$ cat src/rtl/control_seq.sv
// control_seq: multi-cycle instruction sequencer with memory wait states, halt/step debug, sticky fault and retired count
module control_seq #(
  parameter int NIB_SIZE = 4,
  parameter int WAIT_MAX = 15,
  parameter int CNT_W    = 16
) (
  input  logic                clk,
  input  logic                reset,
  input  logic [NIB_SIZE-1:0] opcode,
  input  logic                isaluop,
  input  logic                mem_ready,
  input  logic                halt_req,
  input  logic                step_mode,
  input  logic                step,
  input  logic                fault_clr,
  output logic                do_fetch,
  output logic                do_regload,
  output logic                do_aluop,
  output logic                do_memload,
  output logic                do_memstore,
  output logic                do_regstore,
  output logic                do_next,
  output logic                do_reset,
  output logic                do_wait,
  output logic                halted,
  output logic                fault,
  output logic [3:0]          state,
  output logic [CNT_W-1:0]    instr_count,
  output logic [1:0]          fault_cause
);
  localparam logic [NIB_SIZE-1:0] OP_LOAD   = NIB_SIZE'(1);
  localparam logic [NIB_SIZE-1:0] OP_STORE  = NIB_SIZE'(2);
  localparam logic [NIB_SIZE-1:0] OP_IN     = NIB_SIZE'(3);
  localparam logic [NIB_SIZE-1:0] OP_OUT    = NIB_SIZE'(4);
  localparam logic [NIB_SIZE-1:0] OP_LOADLO = NIB_SIZE'(5);
  localparam logic [NIB_SIZE-1:0] OP_LOADHI = NIB_SIZE'(6);
  localparam logic [NIB_SIZE-1:0] OP_JMP    = NIB_SIZE'(7);
  localparam logic [NIB_SIZE-1:0] OP_BR     = NIB_SIZE'(8);
  localparam int WW = $clog2(WAIT_MAX + 1);
  typedef enum logic [3:0] {
    S_RESET    = 4'd0,
    S_FETCH    = 4'd1,
    S_REGLOAD  = 4'd2,
    S_ALUOP    = 4'd3,
    S_LOAD     = 4'd4,
    S_STORE    = 4'd5,
    S_REGSTORE = 4'd6,
    S_NEXT     = 4'd7,
    S_HALT     = 4'd8,
    S_FAULT    = 4'd9
  } state_t;
  state_t            r_state;
  logic [WW-1:0]     r_wait;
  logic [CNT_W-1:0]  r_count;
  logic [1:0]        r_cause;
  logic              w_mem;
  logic              w_hold;
  logic              w_tout;
  assign w_mem  = r_state inside {S_FETCH, S_LOAD, S_STORE};
  assign w_hold = w_mem & ~mem_ready;
  assign w_tout = w_hold && (r_wait == WW'(WAIT_MAX));
  // Sequencer state, wait counter (self-zeroing whenever a memory phase is not holding), retired count and fault cause
  always_ff @(posedge clk) begin
    if (reset) begin
      r_state <= S_RESET;
      r_wait  <= '0;
      r_count <= '0;
      r_cause <= 2'd0;
    end else begin
      r_wait <= w_hold ? r_wait + 1'b1 : '0;
      if (r_state == S_NEXT) r_count <= r_count + 1'b1;
      case (r_state)
        S_RESET: r_state <= S_FETCH;
        S_FETCH:
          if (mem_ready) r_state <= S_REGLOAD;
          else if (w_tout) begin
            r_state <= S_FAULT;
            r_cause <= 2'd2;
          end
        S_REGLOAD:
          if (isaluop) r_state <= S_ALUOP;
          else if (opcode == OP_LOAD || opcode == OP_IN) r_state <= S_LOAD;
          else if (opcode == OP_STORE || opcode == OP_OUT) r_state <= S_STORE;
          else if (opcode == OP_LOADLO || opcode == OP_LOADHI) r_state <= S_REGSTORE;
          else if (opcode == OP_JMP || opcode == OP_BR) r_state <= S_NEXT;
          else begin
            r_state <= S_FAULT;
            r_cause <= 2'd1;
          end
        S_ALUOP: r_state <= S_REGSTORE;
        S_LOAD, S_STORE:
          if (mem_ready) r_state <= (r_state == S_LOAD) ? S_REGSTORE : S_NEXT;
          else if (w_tout) begin
            r_state <= S_FAULT;
            r_cause <= 2'd3;
          end
        S_REGSTORE: r_state <= S_NEXT;
        S_NEXT: r_state <= (halt_req || step_mode) ? S_HALT : S_FETCH;
        S_HALT: if (!halt_req && (!step_mode || step)) r_state <= S_FETCH;
        S_FAULT:
          if (fault_clr) begin
            r_state <= S_RESET;
            r_cause <= 2'd0;
          end
        default: r_state <= S_RESET;
      endcase
    end
  end
  assign do_reset    = r_state == S_RESET;
  assign do_fetch    = r_state == S_FETCH;
  assign do_regload  = r_state == S_REGLOAD;
  assign do_aluop    = r_state == S_ALUOP;
  assign do_memload  = r_state == S_LOAD;
  assign do_memstore = r_state == S_STORE;
  assign do_regstore = r_state == S_REGSTORE;
  assign do_next     = r_state == S_NEXT;
  assign halted      = r_state == S_HALT;
  assign fault       = r_state == S_FAULT;
  assign do_wait     = w_hold;
  assign state       = r_state;
  assign instr_count = r_count;
  assign fault_cause = r_cause;
endmodule

$ cat config.mk
export PLATFORM = sky130hd
export DESIGN_NAME = control_seq
export DESIGN_NICKNAME = d
export VERILOG_FILES = /design/src/rtl/control_seq.sv
export SDC_FILE = /design/constraint.sdc
export NUM_CORES = 1
export LEC_CHECK = 0
export ABC_CLOCK_PERIOD_IN_PS = 1850
export CAP_MARGIN = 20
export CORE_MARGIN = 2
export CORE_UTILIZATION = 42
export CTS_CLUSTER_SIZE = 40
export DETAILED_ROUTE_END_ITERATION = 6
export PLACE_DENSITY = 0.76
export SYNTH_ARGS = -nofsm -noshare
export SYNTH_HDL_FRONTEND = slang
export SYNTH_SLANG_ARGS = --single-unit
$ cat constraint.sdc
create_clock -name clk -period 1.85 [get_ports clk]
set_clock_uncertainty 0.2 [all_clocks]
set_input_delay 0.185 -clock clk [delete_from_list [all_inputs] [get_ports clk]]
set_output_delay 0.185 -clock clk [all_outputs]
set_load 0.03 [all_outputs]
==> summary.md <==
| Metric | Value |
|---|---|
| Status | finished, violations left |
| Failing checks | negative setup slack |
| Number of port buffers | 44 |
| Final critical path time including I/O delays and setup | 1.86 ns |
| Transition time of the tightest slew-check pin | 0.325 ns |
| Cell depth of the worst min-delay path | 1 |
| Number of flops mapped to enable cells by yosys | 0 |
| Data required time at the worst endpoint | 1.92 ns |
| Startpoint of the worst hold path | r_wait[0] |
| Reg2Reg Capture Point | instr_count[14] |
| Lkg Pwr | 0.917 nW |
| Number of warnings printed during yosys synthesis | 0 |
| Grt met2 use | 0.344 |
| Sequential cell area in the final layout | 564 sq um |
| Post-synthesis async set-or-reset flop share | 0 |
| Worst VDD drop | 0.000357 V |
| Post-synth net total | 198 |
| Count of endpoints failing setup in the final report | 1 |
| Worst slack at placement | -0.0299 ns |
| Seq/Total Area, Yosys | 0.360 |
| Final Wtd Congestion | 0.858 |
| Number of storage elements in the synthesis netlist | 26 |
| Number of slew-limit violations in the final report | 0 |
| Critical Path Start Type | register |
| Remaining max-slew budget at the tightest pin | 0.783 |
| Count of unresolved DRC violations after routing | 0 |
| Routed vias | 1584 |
| Final Instance Count excl. Fillers | 298 |
| Total power | 1.34 mW |
| Most instantiated flip-flop cell in the synthesis netlist | dfxtp_1 |
| Post-layout net count | 267 |
| Number of cells after detailed placement | 282 |
| Core Box Area | 0.00331 sq mm |
| Syn_area_per_cell | 7.85 sq um |
| Clock tree root buffer cell | clkbuf_4 |
| Total global routing track utilization | 0.196 |
| Number of cell rows | 21 |
| Initial standard-cell utilization of the core | 0.436 |
| Classification of the worst setup path | register to register |
| Global routing's busiest layer | met2 |
| Drt initial violations | 66 |
| Die boundary width | 62.6 microns |
| Vias per cell | 5.32 |
| Final instance area | 0.00226 sq mm |
| Count of filler cells inserted in the layout | 292 |
| Pin count of the biggest net entering global routing | 15 |
| Arrival @ worst endpoint | 1.92 ns |
| Minimum setup slack in the final design | -0.00584 ns |
| Antenna violations before repair | 0 |
| Power Dens Cells | 594 mW/mm^2 |
| Final hold vios | 0 |
| Kind of end point of the critical path | register |
| Boundary pin count | 45 |
| Commonest non-fill, non-tap cells in the layout | buf_4 (31), clkdlybuf4s50_1 (24), nor2_1 (22) |
| Cells after Synth | 184 |
| Max-cap violations | 0 |
| Wire length of the first global-routing pass | 6.42 mm |
| Setup slack, reg-to-reg | -0.006 ns |
| Unrepaired setup endpoints after global routing | true |
| Met1 capacity usage during global routing | 0.238 |
| Post-placement cell area | 0.00208 sq mm |
| Cell variety after synth | 39 |
| Area of the multi-input gates | 928 sq um |
| Combined area of all synthesized cells | 0.00144 sq mm |
| Reg clk slew, reported paths | 0.14 ns |
| Total die area | 0.00392 sq mm |
| Worst-case hold path end point | r_wait[0] |
| Number of cells on the worst reg-to-reg path | 5 |
| Layout cells sized above 1 | 0.313 |
| Diode insertion count for antenna repair | 0 |
| Final global-route overflow total | 0 |
| Routed wire length | 3.77 mm |
| Maximum level of the CTS H-tree | 1 |
| FF-to-FF Start | instr_count[1] |
| Total CTS buffers | 3 |
| Worst Path Max Fanout | 5 |
| Count of nets left with antenna violations after detail routing | 0 |
| Die height | 62.6 microns |
| Placed wire-length estimate after detailed placement | 2.70 mm |
| Setup tns final | -0.00584 ns |
| Peak clock frequency supported by timing | 539 MHz |
| Number of global-route vias before repair | 1494 |
| Number of clock sinks seen by CTS | 26 |
| Crit share post-route | 1.00 |
| Clk Latency, worst-skew pair | 0.32 ns |
| TritonCTS clock tree | done |
| Commonest non-fill, non-tap cell in the layout | buf_4 |
| Area growth syn-to-layout | 56.6% |
| DR WL/cell | 12.6 microns |
| Type of the worst min-delay path | register to register |
| Met3 routing resource usage after global routing | 0.0324 |
| Longest Clk Path Bufs | 2 |
| TritonRoute pass-1 iters | 4 |
==> power by group <==
part / switching, mW / internal, mW
Clock: 0.168 / 0.120
Sequential: 0.0267 / 0.569
Combinational: 0.246 / 0.213
Total: 0.441 / 0.903
==> Yosys cell counts, types with 2 or more instances <==
cell type,instances,area [sq um]
nor2_1,27,101
dfxtp_1,26,521
a21oi_1,13,65.1
nand2_1,11,41.3
inv_1,10,37.5
nor3_1,9,45.0
o21ai_0,9,45.0
xnor2_1,9,78.8
clkbuf_1,7,26.3
nor4_1,7,43.8
nand3_1,6,30.0
or3_1,6,37.5
nand2b_1,5,31.3
xor2_1,4,35.0
nand4_1,3,18.8
nor3b_1,3,22.5
a311oi_1,2,17.5
a31oi_1,2,12.5
buf_4,2,15.0
ha_1,2,25.0
nand4b_1,2,17.5
or4_1,2,15.0
==> metal layers <==
layer / vias up / part of all wire
li1: 797 / -
met1: 728 / 0.43
met2: 55 / 0.51
met3: 4 / 0.052
met4: 0 / 0.0080
met5: - / 0
==> stage by stage <==
step	utilization	hold slack [ns]
3_3_place_gp	0.628	0.231
3_5_place_dp	0.628	0.236
2_1_floorplan	-	0.157
5_1_grt	0.683	0.278
6_report	0.683	0.260
4_1_cts	0.658	0.264
==> worst max-delay path, cell delays in order (launching register included) <==
cell and delay, ns:
dfxtp_4 0.40, ha_4 0.13, nand3_1 0.07, or4_4 0.55, or3_4 0.34, a21oi_2 0.11
==> kinds of logic (layout without fill, tap and decap cells) <==
group,Yosys count,after routing,share of synthesized area
AND/OR/NAND/NOR,88,88,0.334
AO/OA/AOI/OAI,36,36,0.154
flip-flops,26,26,0.360
buffers and inverters,19,87,0.0546
XOR/XNOR,13,13,0.0789
adder cells (fa/ha/maj),2,2,0.0173
==> what timing repair did <==
item	4_1_cts	5_1_grt
pin swaps	0	1
hold buffers	0	0
gates resized for setup	21	21
setup endpoints to repair	12	17
buffers inserted	6	6
==> cell type report <==
| type | instances | area share |
|---|---|---|
| Inverter | 10 | 0.0183 |
| Multi-Input combinational cell | 139 | 0.411 |
| Sequential cell | 26 | 0.250 |
| Tap cell | 46 | 0.0255 |
| Clock buffer | 4 | 0.0160 |
| Timing Repair Buffer | 73 | 0.280 |
==> sequential cells by signal (all words and copies together), names as in the netlist <==
| name | cells |
|---|---|
| fault_cause | 2 |
| r_wait | 4 |
| state | 4 |
| instr_count | 16 |
==> worst max path at each step <==
stage	startpoint	end	slack, ns
detailed placement	mem_ready	state[0]	-0.03
floorplan	instr_count[5]	instr_count[15]	-0.02
finish	instr_count[1]	instr_count[14]	-0.006
CTS	state[2]	state[2]	-0.006
global placement	mem_ready	state[0]	0.002
global route	instr_count[8]	instr_count[13]	-0.08
Power figures use the tool's default switching activity.
